### config.mk
export PLATFORM = sky130hd
export DESIGN_NAME = mux_scan_pipe_flat
export DESIGN_NICKNAME = d
export VERILOG_FILES = /design/src/rtl/mux_scan_pipe_pkg.sv /design/src/rtl/mux_scan_pipe_if.sv /design/src/rtl/mux_scan_pipe_stage4.sv /design/src/rtl/mux_scan_pipe.sv /design/src/flat_wrapper.sv
export SDC_FILE = /design/constraint.sdc
export NUM_CORES = 1
export LEC_CHECK = 0
export ABC_AREA = 1
export CAP_MARGIN = 20
export CORE_MARGIN = 3
export CORE_UTILIZATION = 35
export CTS_CLUSTER_DIAMETER = 150
export DETAILED_ROUTE_END_ITERATION = 8
export HOLD_SLACK_MARGIN = 0.02
export PLACE_DENSITY = 0.7
export SKIP_LAST_GASP = 1
export SLEW_MARGIN = 25
export SYNTH_ARGS = -nofsm -noshare
export SYNTH_HDL_FRONTEND = slang
export SYNTH_HIERARCHICAL = 1
export SYNTH_SLANG_ARGS = --single-unit
export TNS_END_PERCENT = 30
### constraint.sdc
create_clock -name clk -period 2.1 [get_ports clk]
set_input_delay 0.21 -clock clk [delete_from_list [all_inputs] [get_ports clk]]
set_output_delay 0.21 -clock clk [all_outputs]
set_load 0.02 [all_outputs]
### src/rtl/mux_scan_pipe_pkg.sv
// Shared constants and elaboration helpers for the scanning tree multiplexer.
package mux_pkg;

    localparam logic MODE_DIRECT = 1'b0;
    localparam logic MODE_SCAN   = 1'b1;

    // Number of radix-4 levels needed to cover n inputs (ceil(log4 n)).
    function automatic int clog4(input int n);
        int r = 0;
        for (int v = 1; v < n; v = v * 4) begin
            r++;
        end
        return r;
    endfunction

    // Bits needed to name one of nch channels.
    function automatic int sel_width(input int nch);
        return $clog2(nch);
    endfunction

    // Registered tree levels between the channel bus and the output.
    function automatic int stage_count(input int nch);
        return clog4(nch);
    endfunction

endpackage

### src/rtl/mux_scan_pipe_if.sv
// Channel bus in, single tagged sample lane out.
interface mux_scan_pipe_if
    import mux_pkg::*;
#(
    parameter int WIDTH = 8,
    parameter int NCH   = 16,
    parameter int SELW  = sel_width(NCH)
);

    logic [NCH*WIDTH-1:0] in_data;
    logic                 en;
    logic                 mode;
    logic [SELW-1:0]      sel_in;
    logic [WIDTH-1:0]     out_data;
    logic                 out_valid;
    logic [SELW-1:0]      out_ch;
    logic                 scan_wrap;

    modport master (
        output in_data, en, mode, sel_in,
        input  out_data, out_valid, out_ch, scan_wrap
    );

    modport slave (
        input  in_data, en, mode, sel_in,
        output out_data, out_valid, out_ch, scan_wrap
    );

endinterface

### src/rtl/mux_scan_pipe_stage4.sv
// One registered 4:1 node of the mux tree; the tag rides along with the data.
module mux_stage4 #(
    parameter int WIDTH = 8,
    parameter int SELW  = 4
) (
    input  logic                 clk,
    input  logic                 rst,
    input  logic [4*WIDTH-1:0]   in_data,
    input  logic [1:0]           sel,
    input  logic                 valid_in,
    input  logic [SELW-1:0]      tag_in,
    output logic [WIDTH-1:0]     out_data,
    output logic                 out_valid,
    output logic [SELW-1:0]      out_tag
);

    logic [WIDTH-1:0] data_q, data_d;
    logic             valid_q, valid_d;
    logic [SELW-1:0]  tag_q, tag_d;

    // Pick one of four inputs; data and tag only move on a valid sample so bubbles hold them.
    always_comb begin
        valid_d = valid_in;
        data_d  = data_q;
        tag_d   = tag_q;
        if (valid_in) begin
            data_d = in_data[32'(sel)*WIDTH +: WIDTH];
            tag_d  = tag_in;
        end
    end

    // Node registers, cleared asynchronously so in-flight samples are dropped on reset.
    always_ff @(posedge clk or posedge rst) begin
        if (rst) begin
            data_q  <= '0;
            valid_q <= 1'b0;
            tag_q   <= '0;
        end else begin
            data_q  <= data_d;
            valid_q <= valid_d;
            tag_q   <= tag_d;
        end
    end

    assign out_data  = data_q;
    assign out_valid = valid_q;
    assign out_tag   = tag_q;

endmodule

### src/rtl/mux_scan_pipe.sv
// Pipelined N:1 radix-4 tree mux with direct select and dwell-based auto-scan.
module mux_scan_pipe
    import mux_pkg::*;
#(
    parameter int WIDTH = 8,
    parameter int NCH   = 16,
    parameter int DWELL = 4
) (
    input logic            clk,
    input logic            rst,
    mux_scan_pipe_if.slave bus
);

    localparam int SELW   = sel_width(NCH);
    localparam int STAGES = stage_count(NCH);

    logic [SELW-1:0] scan_ch_q, scan_ch_d;
    logic [7:0]      dwell_cnt_q, dwell_cnt_d;
    logic            scan_wrap_q, scan_wrap_d;
    logic            issue_valid;
    logic [SELW-1:0] issue_ch;

    // Channel issued this cycle: the direct index or the scan pointer.
    always_comb begin
        issue_valid = bus.en;
        issue_ch    = (bus.mode == MODE_SCAN) ? scan_ch_q : bus.sel_in;
    end

    // Scan pointer advances after DWELL accepts; direct mode parks the dwell count at zero.
    always_comb begin
        scan_ch_d   = scan_ch_q;
        dwell_cnt_d = dwell_cnt_q;
        scan_wrap_d = 1'b0;
        if (bus.en) begin
            if (bus.mode == MODE_SCAN) begin
                if (dwell_cnt_q == 8'(DWELL - 1)) begin
                    dwell_cnt_d = '0;
                    scan_ch_d   = scan_ch_q + 1'b1;
                    scan_wrap_d = (scan_ch_q == SELW'(NCH - 1));
                end else begin
                    dwell_cnt_d = dwell_cnt_q + 8'd1;
                end
            end else begin
                dwell_cnt_d = '0;
            end
        end
    end

    // Scan state registers.
    always_ff @(posedge clk or posedge rst) begin
        if (rst) begin
            scan_ch_q   <= '0;
            dwell_cnt_q <= '0;
            scan_wrap_q <= 1'b0;
        end else begin
            scan_ch_q   <= scan_ch_d;
            dwell_cnt_q <= dwell_cnt_d;
            scan_wrap_q <= scan_wrap_d;
        end
    end

    // Tree levels: stage k narrows NIN inputs to NIN/4 using tag bits [2k+1:2k].
    for (genvar k = 0; k < STAGES; k++) begin : g_stage
        localparam int NIN  = NCH >> (2 * k);
        localparam int NOUT = NIN / 4;

        logic [NIN*WIDTH-1:0]  din;
        logic [NIN-1:0]        vin;
        logic [NIN*SELW-1:0]   tin;
        logic [NOUT*WIDTH-1:0] dout;
        logic [NOUT-1:0]       vout;
        logic [NOUT*SELW-1:0]  tout;

        if (k == 0) begin : g_head
            assign din = bus.in_data;
            assign vin = {NIN{issue_valid}};
            assign tin = {NIN{issue_ch}};
        end else begin : g_link
            assign din = g_stage[k-1].dout;
            assign vin = g_stage[k-1].vout;
            assign tin = g_stage[k-1].tout;
        end

        for (genvar j = 0; j < NOUT; j++) begin : g_grp
            logic            grp_valid;
            logic [SELW-1:0] grp_tag;

            // The four siblings carry identical copies of valid and tag, so merging them is lossless.
            assign grp_valid = |vin[4*j +: 4];
            assign grp_tag   = tin[(4*j)*SELW   +: SELW] | tin[(4*j+1)*SELW +: SELW]
                             | tin[(4*j+2)*SELW +: SELW] | tin[(4*j+3)*SELW +: SELW];

            mux_stage4 #(
                .WIDTH (WIDTH),
                .SELW  (SELW)
            ) u_node (
                .clk       (clk),
                .rst       (rst),
                .in_data   (din[(4*j)*WIDTH +: 4*WIDTH]),
                .sel       (grp_tag[2*k +: 2]),
                .valid_in  (grp_valid),
                .tag_in    (grp_tag),
                .out_data  (dout[j*WIDTH +: WIDTH]),
                .out_valid (vout[j]),
                .out_tag   (tout[j*SELW +: SELW])
            );
        end
    end

    assign bus.out_data  = g_stage[STAGES-1].dout;
    assign bus.out_valid = g_stage[STAGES-1].vout[0];
    assign bus.out_ch    = g_stage[STAGES-1].tout;
    assign bus.scan_wrap = scan_wrap_q;

endmodule

### src/flat_wrapper.sv
// flat-port wrapper written by rule: the top's interface ports become plain ports
module mux_scan_pipe_flat import mux_pkg::*;
#(
    parameter int WIDTH = 8,
    parameter int NCH   = 16,
    parameter int DWELL = 4
)
  (clk, rst, bus_in_data, bus_en, bus_mode, bus_sel_in, bus_out_data, bus_out_valid, bus_out_ch, bus_scan_wrap);
  mux_scan_pipe_if #(.WIDTH(WIDTH), .NCH(NCH)) bus_i ();
  input logic clk;
  input logic rst;
  input wire logic [$bits(bus_i.in_data)-1:0] bus_in_data;
  input wire logic [$bits(bus_i.en)-1:0] bus_en;
  input wire logic [$bits(bus_i.mode)-1:0] bus_mode;
  input wire logic [$bits(bus_i.sel_in)-1:0] bus_sel_in;
  output wire logic [$bits(bus_i.out_data)-1:0] bus_out_data;
  output wire logic [$bits(bus_i.out_valid)-1:0] bus_out_valid;
  output wire logic [$bits(bus_i.out_ch)-1:0] bus_out_ch;
  output wire logic [$bits(bus_i.scan_wrap)-1:0] bus_scan_wrap;
  assign bus_i.in_data = bus_in_data;
  assign bus_i.en = bus_en;
  assign bus_i.mode = bus_mode;
  assign bus_i.sel_in = bus_sel_in;
  assign bus_out_data = bus_i.out_data;
  assign bus_out_valid = bus_i.out_valid;
  assign bus_out_ch = bus_i.out_ch;
  assign bus_scan_wrap = bus_i.scan_wrap;
  mux_scan_pipe #(.WIDTH(WIDTH), .NCH(NCH), .DWELL(DWELL)) u_core (.clk(clk), .rst(rst), .bus(bus_i));
endmodule
==> out/results.tsv <==
stage	metric	value	unit
status	status	finished clean	
sta	worstMarginPinSlew	0.532	ns
layout	fin_util	0.486	
cts	cts_resized	0	
setup_path	path_buf_inv	1	
pwr	leakagePower	4.09	nW
floorplan	die_h	129	µm
floorplan	dieArea	16500	µm²
setup_path	path_common_cell	nand2_1	
floorplan	core-area	14600	µm²
synth	async_flop_share	1.00	
global_routing	grt_pass1_vias	5007	
sta	setup_viol_count_final	0	
synth	synthCells	845	
synth	synth_ff_type	dfrtp_1	
floorplan	num_rows	44	
sta	fin_skew	0.00725	ns
synth	yosys_warnings	6	
setup_path	end_kind	flop	
cts	postCtsSetupRepairBufs	0	
setup_path	crit_arrival	1.81	ns
route	drc	0	
synth	yosys-top-cells-area	dfrtp_1 (37%), nand2_1 (29%), inv_1 (13%)	
route	wl_per_cell	11.1	µm
synth	syn_nets	984	
setup_path	cp_max_fo	16	
synth	synth_common_cells	nand2_1 (411), inv_1 (178), nand3_1 (85)	
route	wirelength	13000	µm
synth	post-synth-top-area-fraction	0.371	
floorplan	initial_core_util	0.359	
global_routing	overflow	0	
route	antenna_left	0	
route	drtIter0Drc	194	
layout	layout-drive-gt1-share	0.0548	
floorplan	die_w	129	µm
floorplan	io_pins	150	
global_routing	grtUsageTotal	0.162	
sta	relSlewSlack	0.645	
synth	synth.cell_area	5260	µm²
cts	clk_path_buf_depth	2	
cts	clock_latency	0.34	ns
cts	clock-sinks	78	
layout	diodes	0	
route	via_per_inst	4.35	
cts	ctsHoldBuffers	0	
cts	cts_root_buf	clkbuf_16	
cts	clkTransAtPathRegs	0.06	ns
sta	finalCritPeriodShare	0.754	
global_routing	antenna_found_initial	0	
layout	syn_to_final_growth	35.3	%
synth	synth.most_common_cell	nand2_1	
sta	rsz0062_at_grt	false	
job	maxCapViolCount	0	
sta	fin_setup_tns	0	ns
place	place_ws	0.175	ns
pwr	power	5.88	mW
sta	layout_min_cycle_time	1.58	ns
sta	timing.fmax	632	MHz
route	drt_first_pass_iters	4	
cts	htreeDepth	3	
sta	drv_slew	0	
setup_path	slowest_delay	0.38	ns
setup_path	cp.required	2.33	ns
sta	hold_viol	0	
setup_path	setup.worst_path.class	reg2reg	
cts	cts_made_buffers	9	
pwr	power_density	826	nW/µm²
hold_path	hold_class	in2reg	
global_routing	grt_pass1_wl	22100	µm
setup_path	crit_chain	nor2_1 -> nand2_1 -> inv_4 -> nand2_1 -> nand3_1 -> nand2_1 -> nand2_1 -> nand2_1	
synth	avgSynthCellArea	6.22	µm²
synth	synth_edf_count	0	
sta	setup_ws	0.517	ns
setup_path	cp_top_family	simple AND/OR/NAND/NOR gates	
setup_path	cp_slowest_cell	dfrtp_1	
synth	synth_largest_area_cell	dfrtp_1	
layout	nNetsFinal	1120	
synth	synth-seq-area-share	0.371	
setup_path	startpoint_type	flop	
pwr	ir_drop	0.000554	V
place	place.port_buffers	149	
synth	synthDistinctLibCells	27	
place	dp_hpwl	9830	µm
synth	ys_seq_elements	78	
global_routing	grt_max_degree	73	
place	place_congestion	0.819	
route	num_vias	5085	
cts	cts_tree	done	
==> worst reg2reg max path, delay by kind of cell, from the launching register on <==
| family | cells | cell delay (ns) |
|---|---|---|
| buffers and inverters | 1 | 0.28 |
| flip-flops | 1 | 0.38 |
| AND/OR/NAND/NOR | 7 | 0.82 |
==> through the flow <==
stage	std cells	instance area, µm²	hold WS [ns]
floorplan	845	5260	0.0870
global placement	1154	6820	0.454
detailed placement	1154	6820	0.460
CTS	1170	7120	0.290
global route	1170	7120	0.318
finish	1170	7120	0.304
==> routing by layer <==
| layer | part of all wire | global-route usage |
|---|---|---|
| met2 | 0.47 | 0.268 |
| met4 | 0.0099 | 0.0364 |
| met5 | 0 | 0 |
| met3 | 0.051 | 0.0399 |
| met1 | 0.47 | 0.215 |
==> sequential cells by signal, indices dropped and copies added, names as in the netlist <==
signal                                 cells
u_core/scan_ch_q                           4
u_core/g_stage.g_grp.u_node/out_tag       20
u_core/dwell_cnt_q                         8
u_core/bus.scan_wrap                       1
u_core/g_stage.g_grp.u_node/out_valid      5
u_core/g_stage.g_grp.u_node/out_data      40
==> final cells by class <==
cell class / count / area (µm²)
sequential: 78 / 1950
clock inverter: 5 / 58.8
clock buffer: 11 / 243
timing repair buffer: 157 / 1570
tap: 184 / 230
fill: 1513 / 7520
inverter: 190 / 726
multi-input combinational: 545 / 2340
==> power by group <==
| part | leakage, nW | switching (mW) | total, mW | internal [mW] |
|---|---|---|---|---|
| sequential | 0.958 | 0.221 | 2.09 | 1.87 |
| combinational | 2.99 | 1.29 | 2.24 | 0.948 |
| clock | 0.142 | 0.599 | 1.55 | 0.952 |
| total | 4.09 | 2.11 | 5.88 | 3.77 |
==> cell usage in the layout, fill, tap and decap left out, types with 2 or more instances in the layout <==
cell type,n
nand2_1,411
inv_1,178
clkdlybuf4s50_1,148
nand3_1,85
dfrtp_1,78
nor2_1,14
clkbuf_16,9
inv_2,7
buf_4,6
o21ai_2,5
inv_4,5
nand2_2,3
xor2_1,3
xnor2_1,3
mux2_2,3
ha_1,3
clkinvlp_4,2
nand2_4,2
o21ai_0,2
nand4_1,2
o21ai_1,2
buf_12,2
==> path summary, 6_finish.rpt <==
path                                                              startpoint                                             to  slack [ns]  cells after the start
max in group asynchronous                                                rst  u_core/g_stage[0].g_grp[2].u_node/out_data[7]        1.29                      2
worst max-delay path            u_core/g_stage[0].g_grp[2].u_node/out_tag[2]  u_core/g_stage[1].g_grp[0].u_node/out_data[3]        0.52                      8
worst max register to register  u_core/g_stage[0].g_grp[2].u_node/out_tag[2]  u_core/g_stage[1].g_grp[0].u_node/out_data[3]        0.52                      8
worst min register to register  u_core/g_stage[0].g_grp[1].u_node/out_tag[0]   u_core/g_stage[0].g_grp[1].u_node/out_tag[0]        0.47                      2
worst min-delay path                                                  bus_en   u_core/g_stage[0].g_grp[3].u_node/out_tag[3]        0.30                      3
min in group asynchronous                                                rst  u_core/g_stage[1].g_grp[0].u_node/out_data[7]        0.44                      2
==> logic make-up (layout without fill, tap and decap cells) <==
kind of cell / count (synthesis) / in the layout / synth area share
buf+inv: 222 / 363 / 0.184
simple gates: 522 / 522 / 0.407
flops: 78 / 78 / 0.371
compound gates: 11 / 11 / 0.0145
fa+ha+maj: 3 / 3 / 0.00714
mux: 3 / 3 / 0.00642
xor+xnor: 6 / 6 / 0.00999
No activity file was read; power rests on OpenSTA's default activity.
